### config.mk
export PLATFORM = sky130hd
export DESIGN_NAME = coordenador_raio_busca
export DESIGN_NICKNAME = d
export VERILOG_FILES = /design/src/rtl/coordenador_raio_busca.sv
export SDC_FILE = /design/constraint.sdc
export NUM_CORES = 1
export LEC_CHECK = 0
export CELL_PAD_IN_SITES_DETAIL_PLACEMENT = 0
export CELL_PAD_IN_SITES_GLOBAL_PLACEMENT = 2
export CORE_MARGIN = 3
export CORE_UTILIZATION = 25
export DETAILED_ROUTE_END_ITERATION = 8
export DONT_BUFFER_PORTS = 1
export PLACE_DENSITY_LB_ADDON = 0.1
export SETUP_SLACK_MARGIN = 0.02
export SLEW_MARGIN = 25
export SYNTH_ARGS = -nofsm -noshare
export SYNTH_HDL_FRONTEND = slang
export SYNTH_SLANG_ARGS = --single-unit
### constraint.sdc
create_clock -name clock -period 7.3 [get_ports clock]
set_clock_uncertainty 0.2 [all_clocks]
set_input_delay 1.46 -clock clock [delete_from_list [all_inputs] [get_ports clock]]
set_output_delay 1.46 -clock clock [all_outputs]
set_load 0.05 [all_outputs]
### src/rtl/coordenador_raio_busca.sv
// coordenador_raio_busca: starts the four quadrant search engines, grows the radius pass by pass and picks the closest target
module coordenador_raio_busca #(
   parameter int TamanhoMalha     = 20,
   parameter int tamanhoDistancia = 8,
   parameter int NumQuadrantes    = 4,
   parameter int RaioInicial      = 1,
   parameter int RaioMaximo       = 19
) (
   input  logic                                             clock,
   input  logic                                             reset,
   input  logic                                             iniciar,
   input  logic [tamanhoDistancia-1:0]                      posicaoAtualnoEixoX,
   input  logic [tamanhoDistancia-1:0]                      posicaoAtualnoEixoY,
   input  logic [NumQuadrantes-1:0]                         acabouCalculoLocal,
   input  logic [NumQuadrantes-1:0]                         operacaoFinalizada,
   input  logic [NumQuadrantes-1:0][tamanhoDistancia-1:0]   candidatoAtual,
   input  logic [NumQuadrantes-1:0][tamanhoDistancia-1:0]   coordenadaCandidatoX,
   input  logic [NumQuadrantes-1:0][tamanhoDistancia-1:0]   coordenadaCandidatoY,
   output logic                                             enable,
   output logic [tamanhoDistancia-1:0]                      raio,
   output logic                                             raioAtualizado,
   output logic [tamanhoDistancia-1:0]                      posicaoX,
   output logic [tamanhoDistancia-1:0]                      posicaoY,
   output logic                                             ocupado,
   output logic                                             concluido,
   output logic                                             encontrado,
   output logic [tamanhoDistancia-1:0]                      destinoX,
   output logic [tamanhoDistancia-1:0]                      destinoY,
   output logic [tamanhoDistancia-1:0]                      distanciaMinima,
   output logic [$clog2(NumQuadrantes)-1:0]                 quadranteEscolhido
);
   localparam int W  = tamanhoDistancia;
   localparam int QW = $clog2(NumQuadrantes);
   // a radius past the grid edge cannot reveal new cells, so the last pass is bounded by both limits
   localparam int RaioLimite = (RaioMaximo < TamanhoMalha) ? RaioMaximo : TamanhoMalha - 1;

   typedef enum logic [2:0] {IDLE, GUARDA, AGUARDA, ASSENTA, DECIDE, ATUALIZA, FINALIZA} estado_t;

   estado_t         state_q, state_d;
   logic            guarda_q, guarda_d;
   logic [W-1:0]    raio_q, raio_d;
   logic [W-1:0]    px_q, px_d, py_q, py_d;
   logic            encontrado_q, encontrado_d;
   logic [W-1:0]    dx_q, dx_d, dy_q, dy_d, dist_q, dist_d;
   logic [QW-1:0]   quad_q, quad_d;
   logic            best_valid;
   logic [W-1:0]    best_dist;
   logic [QW-1:0]   best_idx;

   // minimum valid candidate distance; strict compare keeps the lowest index on ties
   always_comb begin
      best_valid = 1'b0;
      best_dist  = '1;
      best_idx   = '0;
      for (int i = 0; i < NumQuadrantes; i++) begin
         if (candidatoAtual[i] != '1 && (!best_valid || candidatoAtual[i] < best_dist)) begin
            best_valid = 1'b1;
            best_dist  = candidatoAtual[i];
            best_idx   = QW'(i);
         end
      end
   end

   // next-state and datapath updates of the search sequence
   always_comb begin
      state_d      = state_q;
      guarda_d     = 1'b0;
      raio_d       = raio_q;
      px_d         = px_q;
      py_d         = py_q;
      encontrado_d = encontrado_q;
      dx_d         = dx_q;
      dy_d         = dy_q;
      dist_d       = dist_q;
      quad_d       = quad_q;
      case (state_q)
         IDLE: begin
            if (iniciar) begin
               px_d         = posicaoAtualnoEixoX;
               py_d         = posicaoAtualnoEixoY;
               raio_d       = W'(RaioInicial);
               encontrado_d = 1'b0;
               dx_d         = '0;
               dy_d         = '0;
               dist_d       = '1;
               quad_d       = '0;
               state_d      = GUARDA;
            end
         end
         GUARDA: begin
            guarda_d = ~guarda_q;
            state_d  = guarda_q ? AGUARDA : GUARDA;
         end
         AGUARDA:  state_d = (&acabouCalculoLocal) ? ASSENTA : AGUARDA;
         ASSENTA:  state_d = DECIDE;
         DECIDE: begin
            if (best_valid) begin
               dx_d         = coordenadaCandidatoX[best_idx];
               dy_d         = coordenadaCandidatoY[best_idx];
               dist_d       = best_dist;
               quad_d       = best_idx;
               encontrado_d = 1'b1;
               state_d      = FINALIZA;
            end else if ((&operacaoFinalizada) || raio_q == W'(RaioLimite)) begin
               encontrado_d = 1'b0;
               state_d      = FINALIZA;
            end else begin
               raio_d  = raio_q + 1'b1;
               state_d = ATUALIZA;
            end
         end
         ATUALIZA: state_d = GUARDA;
         FINALIZA: state_d = IDLE;
         default:  state_d = IDLE;
      endcase
   end

   // state and result registers, cleared asynchronously
   always_ff @(posedge clock or negedge reset) begin
      if (!reset) begin
         state_q      <= IDLE;
         guarda_q     <= 1'b0;
         raio_q       <= '0;
         px_q         <= '0;
         py_q         <= '0;
         encontrado_q <= 1'b0;
         dx_q         <= '0;
         dy_q         <= '0;
         dist_q       <= '1;
         quad_q       <= '0;
      end else begin
         state_q      <= state_d;
         guarda_q     <= guarda_d;
         raio_q       <= raio_d;
         px_q         <= px_d;
         py_q         <= py_d;
         encontrado_q <= encontrado_d;
         dx_q         <= dx_d;
         dy_q         <= dy_d;
         dist_q       <= dist_d;
         quad_q       <= quad_d;
      end
   end

   assign ocupado            = state_q != IDLE && state_q != FINALIZA;
   assign enable             = ocupado;
   assign raioAtualizado     = state_q == ATUALIZA || state_q == FINALIZA;
   assign concluido          = state_q == FINALIZA;
   assign raio               = raio_q;
   assign posicaoX           = px_q;
   assign posicaoY           = py_q;
   assign encontrado         = encontrado_q;
   assign destinoX           = dx_q;
   assign destinoY           = dy_q;
   assign distanciaMinima    = dist_q;
   assign quadranteEscolhido = quad_q;
endmodule

## Word-level counts from Yosys, hierarchy flattened

Index checks and enable logic that the tools add are counted.

- Register bits after elaboration: 55
- Input port bits: 123
- Output and inout port bits: 55

- Add/subtract/negate cells: 1
- Magnitude comparators: 4
- Equal/unequal tests: 17
- Mux-type cells: 41
- Bitwise gates (word level): 1
- Reductions and logical operators: 21

Operator list:

| operator | number |
|---|---|
| $mux 8 | 14 |
| $pmux 8 s2 | 4 |
| $bmux 8 s2 | 2 |
| $ne 8x8->1 const B | 4 |
| $lt 8x8->1 | 3 |
| $pmux 3 s6 | 1 |
| $mux 2 | 7 |
| $reduce_and 4->1 | 3 |
| $mux 1 | 10 |
| $eq 3x3->1 const B | 3 |
| $add 8x1->8 const B | 1 |
| $eq 8x5->1 const B | 1 |
| $ne 2x2->1 const B | 4 |
| $eq 3x2->1 const B | 2 |
| $ne 3x3->1 const B | 2 |
| $reduce_and 3->1 | 2 |
| $logic_or 1x1->1 | 5 |
| $logic_and 1x1->1 | 4 |
| $pmux 2 s2 | 1 |
| $eq 3x1->1 const B | 1 |
| $logic_not 1->1 | 3 |
| $logic_not 3->1 | 1 |
| $lt 2x3->1 const B | 1 |
| $mux 3 | 1 |
| other kinds (5) | 5 |

## Logic depth before layout (Yosys ltp)

Gate-level depths: netlist (run 1).

- Depth in word-level cells: 18
- Mapped depth: 30

## Least setup slack after synthesis (run 1)

No wires, ideal clock.

- Path type: input-to-reg
- From: input candidatoAtual[2] (netlist name)
- To: register dy_q[1], in the netlist destinoY[1]
- Library setup time: 124 ps
- Arrival time: 6354 ps
- Data required time: 6976 ps
- Setup slack: 622 ps
- Cell stages on the path: 28
- Path buffers: 4
- Path through: inv_1 ha_1 and3b_1 o21ai_1 a21oi_1 nor2_1 nor2_1 nor2_2 buf_2 o22ai_1 ha_1 o211ai_1 a21oi_1 or2_2 a21oi_1 nand2b_1 clkbuf_1 clkbuf_1 nand2_1 o21ai_0 inv_1 ha_1 a2111oi_0 nand2_2 a31oi_4 buf_4 nor4_1 a211o_1

- Longest elaborated chain between the ends: 18

RTL lines:

| item | RTL line | source |
|---|---|---|
| start, declared | 16 | `input logic [NumQuadrantes-1:0][tamanhoDistancia-1:0] candidatoAtual,` |
| $ne 8x8->1 | 56 | `if (candidatoAtual[i] != '1 && (!best_valid \|\| candidatoAtual[i] < best_dist)) begin` |
| $mux 8 or $mux 1 (tied branches) | 56 |  |
| $lt 8x8->1 or $logic_not 1->1 (tied branches) | 56 |  |
| $logic_or 1x1->1 | 56 |  |
| $logic_and 1x1->1 | 56 |  |
| $mux 8 or $mux 1 (tied branches) | 56 |  |
| $lt 8x8->1 or $logic_not 1->1 (tied branches) | 56 |  |
| $logic_or 1x1->1 | 56 |  |
| (+2 left out) | n/a |  |
| $lt 8x8->1 or $logic_not 1->1 (tied branches) | 56 |  |
| $logic_or 1x1->1 | 56 |  |
| $logic_and 1x1->1 | 56 |  |
| $mux 2 | 56 |  |
| $bmux 8 s2 | 99 | `dy_d = coordenadaCandidatoY[best_idx];` |
| $mux 8 (implied by the code) | 99 |  |
| $mux 8 | 97 | `if (best_valid) begin` |
| $pmux 8 s2 | 76 | `case (state_q)` |
| end signal, assigned | 139 | `dy_q <= dy_d;` |
| end, declared | 44 | `logic [W-1:0] dx_q, dx_d, dy_q, dy_d, dist_q, dist_d;` |

Several ways; a longest one is shown, not always the timed one. The select of a mux whose other input is x is not followed.
A chain may end at the register's enable or synchronous reset.

## Worst setup path after layout (run 1)

- From: input candidatoAtual[2] (netlist name)
- To: register dx_q[5], in the netlist destinoX[5]

- Longest elaborated chain between the ends: 18

RTL lines:

| item | RTL line | source |
|---|---|---|
| $ne 8x8->1 | 56 |  |
| $mux 8 or $mux 1 (tied branches) | 56 |  |
| $lt 8x8->1 or $logic_not 1->1 (tied branches) | 56 |  |
| $logic_or 1x1->1 | 56 |  |
| $logic_and 1x1->1 | 56 |  |
| $mux 8 or $mux 1 (tied branches) | 56 |  |
| $lt 8x8->1 or $logic_not 1->1 (tied branches) | 56 |  |
| $logic_or 1x1->1 | 56 |  |
| (+2 left out) | n/a |  |
| $lt 8x8->1 or $logic_not 1->1 (tied branches) | 56 |  |
| $logic_or 1x1->1 | 56 |  |
| $logic_and 1x1->1 | 56 |  |
| $mux 2 | 56 |  |
| $bmux 8 s2 | 98 | `dx_d = coordenadaCandidatoX[best_idx];` |
| $mux 8 (implied by the code) | 98 |  |
| $mux 8 | 97 |  |
| $pmux 8 s2 | 76 |  |
| end signal, assigned | 127 | `dx_q <= '0;` |
| end signal, assigned | 138 | `dx_q <= dx_d;` |
| end, declared | 44 |  |

Several ways; a longest one is shown, not always the timed one. The select of a mux whose other input is x is not followed.

==> results.toml, run 1 <==
[run_status]
status = "completed"

[synthesis]
netlist_area_um2 = 3869
synthAdderAreaFrac_pct = 6.792
synth_most_common_cell = "nand2_1"
synth_edf_count = 0
async_reset_ff_share_pct = 100.0
synth_simple_gate_area_share_pct = 25.45
netlist_top_cells_count = "nand2_1 (86), dfrtp_1 (47), nor2_1 (29)"
synth_top_area_cell = "dfrtp_1"
synth_top_family_by_area = "simple AND/OR/NAND/NOR gates"
ys_top_cells_by_area = "dfrtp_1 (30%), nand2_1 (8.3%), ha_1 (6.8%)"
synthCells = 455
synth_compound_area_share_pct = 20.05
avgSynthCellArea_um2 = 8.503
synth_fp_nets = 599
yosys.area_share.xor_xnor_pct = 1.585
synth_ff_type = "dfrtp_1"
ys_ff_latch = 55
yosysWarnings = 0
synth_mux_area_share_pct = 5.951
yosysSeqAreaShare_pct = 35.83
ys_types = 49
synth_top_area_share_pct = 30.40

[placed_design]
hpwlAfterDp_um = 9585
io_buffers = 0
dpl_worst_slack_ns = 0.2633
place_congestion = 0.7720
post_dp_cell_area_um2 = 4070

[floorplanning]
die_h_um = 130.4
die-area_um2 = 17000
io_pins = 178
core_um2 = 14810
fp.dieW_um = 130.4
start_util_pct = 26.12
rows = 44

[setup_path]
worstPathRequired_ns = 7.30
rr_endpoint = "destinoY[1]"
slowest_delay_ns = 0.76
rr_startpoint = "state_q[0]"
crit_arrival_ns = 6.72
reg2reg_depth = 8
setup.worst_path.start_class = "input pin"
crit_path_end_kind = "register"
crit_chain = "inv_1, ha_1, and3b_1, o21ai_1, a21oi_1, nor2_1, nor2_1, nor2_4, mux2i_1, ha_1, a2111oi_0, o211ai_2, and2b_2, a21o_1, ha_1, a21o_1, a21o_1, a21oi_1, o21ai_0, a31oi_4, buf_4, nor4_1, a211o_1"
cp-endpoint = "destinoX[5]"
critPathSlowestCell = "a2111oi_0"
cp-startpoint = "candidatoAtual[2]"
cp_max_fo = 17
crit_type = "in2reg"
reg2reg_slack_ns = 4.39

[grt]
grtUsageTotal_pct = 14.90
antenna_found_initial = 0
grt_pass1_wl_um = 19730
grt_pass1_vias = 3424
overflow = 0
grt_max_degree = 56

[clock_network]
clockBufferDepth = 2
clk_pin_slew_ns = 0.08
htreeDepth = 2
clkSinkCount = 55
cts_buffers = 5
ctsHoldBuffers = 0
ctsResizeCount = 0
root_buffer = "clkbuf_16"
cts_setup_buffers = 0
cts_tree = "yes"
worstSkewPairLatency_ns = 0.30

[layout]
syn_to_final_growth_pct = 9.670
diodes = 0
fin_util_pct = 28.65
nNetsFinal = 590
stdcell_area_um2 = 4243
fillers = 1578
multiInputGateArea_um2 = 2330
final_layout_size_suffix_gt1_share_pct = 10.29
seqCellArea_um2 = 1386

[power]
power_frac_clock_pct = 16.7
vdd_drop_max_v = 0.0001478
finalPower_w = 0.001710
p_leak_nw = 2.038
pwr-share-comb_pct = 30.6
seq_power_share_pct = 52.7
sw_frac_of_total_pct = 53.63
p_switching_w = 0.0009171
p_int_w = 0.0007930
p_per_area_nw_per_um2 = 403.1

[drt]
vias_per_cell = 5.314
firstDrtPassIters = 4
drt_wl_total_um = 12740
ant_nets = 0
wl_per_cell_um = 20.20
drt-initial-drc-count = 129
drc = 0
vias = 3353

[timing]
worstMarginPinSlew_ns = 0.9178
fin_ws_ns = 0.5770
setup_violations = 0
rsz0062_at_grt = "false"
slew_violations = 0
finalHoldViolCount = 0
fin_setup_tns_ns = 0
fin_crit_sh_pct = 92.10
relSlewSlack_pct = 38.94
fmax_mhz = 148.7
period_minus_slack_ns = 6.723

[min_path]
holdPathStages = 1
hold_path_class = "reg2reg"

[flow_run]
maxCapViolCount = 0
-- routing by layer --
metal / GRT usage (%) / part of all wire [%]
met5: 0 / 0
met4: 3.993 / 1.4
met3: 5.854 / 9.6
met2: 23.36 / 46
met1: 19.26 / 43
-- worst min path at each step --
stage               endpoint     start
CTS                 guarda_q  guarda_q
global placement    guarda_q  guarda_q
global route        guarda_q  guarda_q
detailed placement  guarda_q  guarda_q
finish              guarda_q  guarda_q
floorplan           guarda_q  guarda_q
-- cell families after synthesis --
| group | Yosys count |
|---|---|
| and+or+nand+nor | 202 |
| AOI/OAI and AO/OA | 110 |
| DFF | 55 |
| buffers and inverters | 37 |
| muxes | 23 |
| adders and majority gates | 21 |
| xor gates and xnor gates | 7 |
-- cells in the final DEF, fill, tap and decap left out, types with 2 or more instances in the layout --
| cell | synthesis | final |
|---|---|---|
| nand2_1 | 86 | 86 |
| dfrtp_1 | 47 | 47 |
| nor2_1 | 29 | 29 |
| o21ai_0 | 27 | 27 |
| mux2i_1 | 23 | 23 |
| ha_1 | 21 | 21 |
| a21oi_1 | 17 | 17 |
| a211o_1 | 17 | 17 |
| nor4_1 | 16 | 16 |
| a32oi_1 | 16 | 16 |
| nand4_1 | 15 | 15 |
| nor3_1 | 15 | 15 |
| buf_4 | 5 | 12 |
| a21o_1 | 11 | 11 |
| inv_1 | 9 | 9 |
| nand3_1 | 8 | 8 |
| dfstp_2 | 8 | 8 |
| or2_2 | 7 | 7 |
| a31oi_1 | 7 | 7 |
| nand2b_1 | 6 | 6 |
| xor2_1 | 6 | 6 |
| clkbuf_16 | 0 | 5 |
| nor2b_1 | 3 | 3 |
| o22ai_1 | 2 | 2 |
| or2_1 | 2 | 2 |
| and3_1 | 2 | 2 |
| a2111oi_0 | 2 | 2 |
| or3_1 | 2 | 2 |
| nor3_4 | 2 | 2 |
| o21a_1 | 2 | 2 |
-- power by group through the flow --
stage / registers (W) / clock network (W) / logic [W]
after floorplan: 0.000862 / 0 / 0.000439
after global placement: 0.000916 / 0 / 0.000527
after detailed placement: 0.000914 / 0 / 0.000532
after CTS: 0.000908 / 0.000301 / 0.000535
after global routing: 0.000921 / 0.000311 / 0.000602
final: 0.000901 / 0.000286 / 0.000523
-- sequential cells by signal (all words and copies together) (netlist names), 2 cells and up --
register and flops:
state_q 3, destinoX 8, destinoY 8, posicaoX 8, quadranteEscolhido 2, raio 8
distanciaMinima 8, posicaoY 8
-- area by class of cell --
class / instances / area share (%)
sequential: 55 / 32.67
inverter: 9 / 0.7962
tap: 184 / 5.426
timing repair buffer: 12 / 2.123
clock buffer: 5 / 2.949
multi-input combinational: 363 / 54.91
clock inverter: 3 / 1.121
-- worst max-delay path, delay by kind of cell --
family          cells  cell delay (ns)
mux                 1             0.33
fa+ha+maj           3             0.88
compound gates     11             2.65
buf+inv             2             0.29
simple gates        6             1.07
-- stage by stage --
step	instances	hold slack [ns]
floorplan	455	0.2149
global placement	623	0.2473
detailed placement	623	0.2616
CTS	631	0.2715
global route	631	0.2997
finish	631	0.2724
No activity file was read; power rests on OpenSTA's default activity.
==> inputs of run 2 (changes only) <==
ABC_AREA = 0   (was not set)
PLACE_DENSITY = 0.67   (was not set)
PLACE_DENSITY_LB_ADDON = not set   (was 0.1)
==> run 2 against run 1 <==
Net effect: cell area shrank 0.86%; register-to-register slack is essentially flat; via count grew 2.3%; clock power shrank 13%; count of clock-buffer cells in the layout is the same; worst setup slack gained 0.049 ns; global-route usage shrank 0.34 points; hold slack lost 0.015 ns; core utilization shrank 0.25 points; critical endpoint is now destinoX[1].
==> results.toml, run 2 (same netlist as run 1, synthesis figures left out) <==
[drt]
vias = 3429
firstDrtPassIters = 4
drt-initial-drc-count = 173
ant_nets = 0
drt_wl_total_um = 12870
drc = 0
wl_per_cell_um = 20.46
vias_per_cell = 5.452

[grt]
grt_use_met2_pct = 24.08
antenna_found_initial = 0
grt_pass1_wl_um = 19330
grt_use_met1_pct = 17.72
grt_max_degree = 56
overflow = 0
met3_usage_pct = 6.138
grt_pass1_vias = 3431
grtUsageTotal_pct = 14.56
grt_busiest_layer = "met2"

[power]
finalPower_w = 0.001681
p_leak_nw = 2.010
p_per_area_nw_per_um2 = 399.6
vdd_drop_max_v = 0.0001632

[timing]
fmax_mhz = 149.8
fin_crit_sh_pct = 91.43
relSlewSlack_pct = 37.31
period_minus_slack_ns = 6.674
fin_ws_ns = 0.6257
slew_violations = 0
setup_violations = 0
worstMarginPinSlew_ns = 0.9422
rsz0062_at_grt = "false"
finalHoldViolCount = 0
fin_setup_tns_ns = 0

[min_path]
hold_path_class = "reg2reg"

[setup_path]
reg2reg_slack_ns = 4.39
cp_num_cells = 24
rr_startpoint = "state_q[0]"
cp-startpoint = "candidatoAtual[5]"
rr_endpoint = "destinoX[1]"
slowest_delay_ns = 0.40
path_buf_inv = 2
critPathSlowestCell = "o21ai_0"
reg2reg_depth = 8
crit_path_end_kind = "register"
worstPathRequired_ns = 7.28
setup.worst_path.start_class = "input pin"
crit_top_cell = "a21oi_1"
crit_arrival_ns = 6.66
crit_type = "in2reg"
cp_top_family = "compound AO/OA/AOI/OAI gates"
cp_max_fo = 14
crit_chain = "inv_1, ha_1, a21oi_1, o21ai_0, nor2_1, nor2_1, nor2_4, o22ai_1, ha_1, o211ai_1, a21oi_1, or2_2, a21oi_1, and2b_2, a21o_1, ha_1, a21o_1, a21o_1, a21oi_1, o21ai_0, a31oi_4, buf_4, nor4_1, a211o_1"
cp-endpoint = "destinoX[1]"

[layout]
syn_to_final_growth_pct = 8.732
diodes = 0
final_layout_size_suffix_gt1_share_pct = 10.11
final_cell_mix = "nand2_1 (86), dfrtp_1 (47), nor2_1 (28), o21ai_0 (27), mux2i_1 (23)"
nNetsFinal = 588
finalNonFillerCells = 629
layout_commonest_cell = "nand2_1"
stdcell_area_um2 = 4207
fillers = 1555

[clock_network]
clkSinkCount = 55
cts_buffers = 5
cts_setup_buffers = 0
clockBufferDepth = 2
ctsResizeCount = 0
root_buffer = "clkbuf_16"
worstSkewPairLatency_ns = 0.29
htreeDepth = 2
cts_tree = "yes"
ctsHoldBuffers = 0
clk_pin_slew_ns = 0.08

[floorplanning]
die_h_um = 130.4
rows = 44
start_util_pct = 26.12
die-area_um2 = 17000
fp.dieW_um = 130.4
io_pins = 178
core_um2 = 14810

[run_status]
status = "completed"

[placed_design]
dp.cells = 621
post_dp_cell_area_um2 = 4058
dpl_worst_slack_ns = 0.3754
place_congestion = 0.8577
hpwlAfterDp_um = 9749
io_buffers = 0

[flow_run]
maxCapViolCount = 0
## run 2: worst min-delay path by stage
stage / startpoint / endpoint / slack, ns / cells after the start
floorplan: guarda_q / guarda_q / 0.21 / 1
global placement: guarda_q / guarda_q / 0.24 / 1
CTS: guarda_q / guarda_q / 0.27 / 1
finish: guarda_q / guarda_q / 0.26 / 1
global route: guarda_q / guarda_q / 0.30 / 1
detailed placement: guarda_q / guarda_q / 0.26 / 1
## run 2: where the power goes
part           switching (W)  internal, W  total [W]
Combinational       0.000329     0.000196   0.000524
Clock               0.000121     0.000129   0.000250
Sequential          0.000476     0.000431   0.000907
Total               0.000926     0.000755    0.00168
## run 2: final cells by class
cell class / instances / area, µm² / area share (%)
inverter: 9 / 33.78 / 0.8031
sequential: 55 / 1386 / 32.96
multi-input combinational: 363 / 2332 / 55.44
timing repair buffer: 10 / 75.07 / 1.785
tap: 184 / 230.2 / 5.473
clock inverter: 3 / 23.77 / 0.5651
clock buffer: 5 / 125.1 / 2.974
## run 2: worst register-to-register path: stages (launching register included)
cell and delay (ns):
dfrtp_1 0.51, nand2b_1 0.31, nor2_1 0.31, o21a_1 0.59, nor2_1 0.12, buf_4 0.24
a32oi_1 0.16, o21ai_0 0.11, a211o_1 0.25
## run 2: metrics by stage
stage	hold WS [ns]	util (%)
final	0.2571	28.40
after floorplan	0.2149	-
after global routing	0.2968	28.40
after detailed placement	0.2552	27.40
after CTS	0.2664	28.40
after global placement	0.2387	27.38
## run 2: layer usage
| metal | up-vias | routed length (µm) |
|---|---|---|
| li1 | 1649 | - |
| met3 | 12 | 1258 |
| met4 | 0 | 183 |
| met1 | 1635 | 5284 |
| met5 | - | 0 |
| met2 | 133 | 6145 |
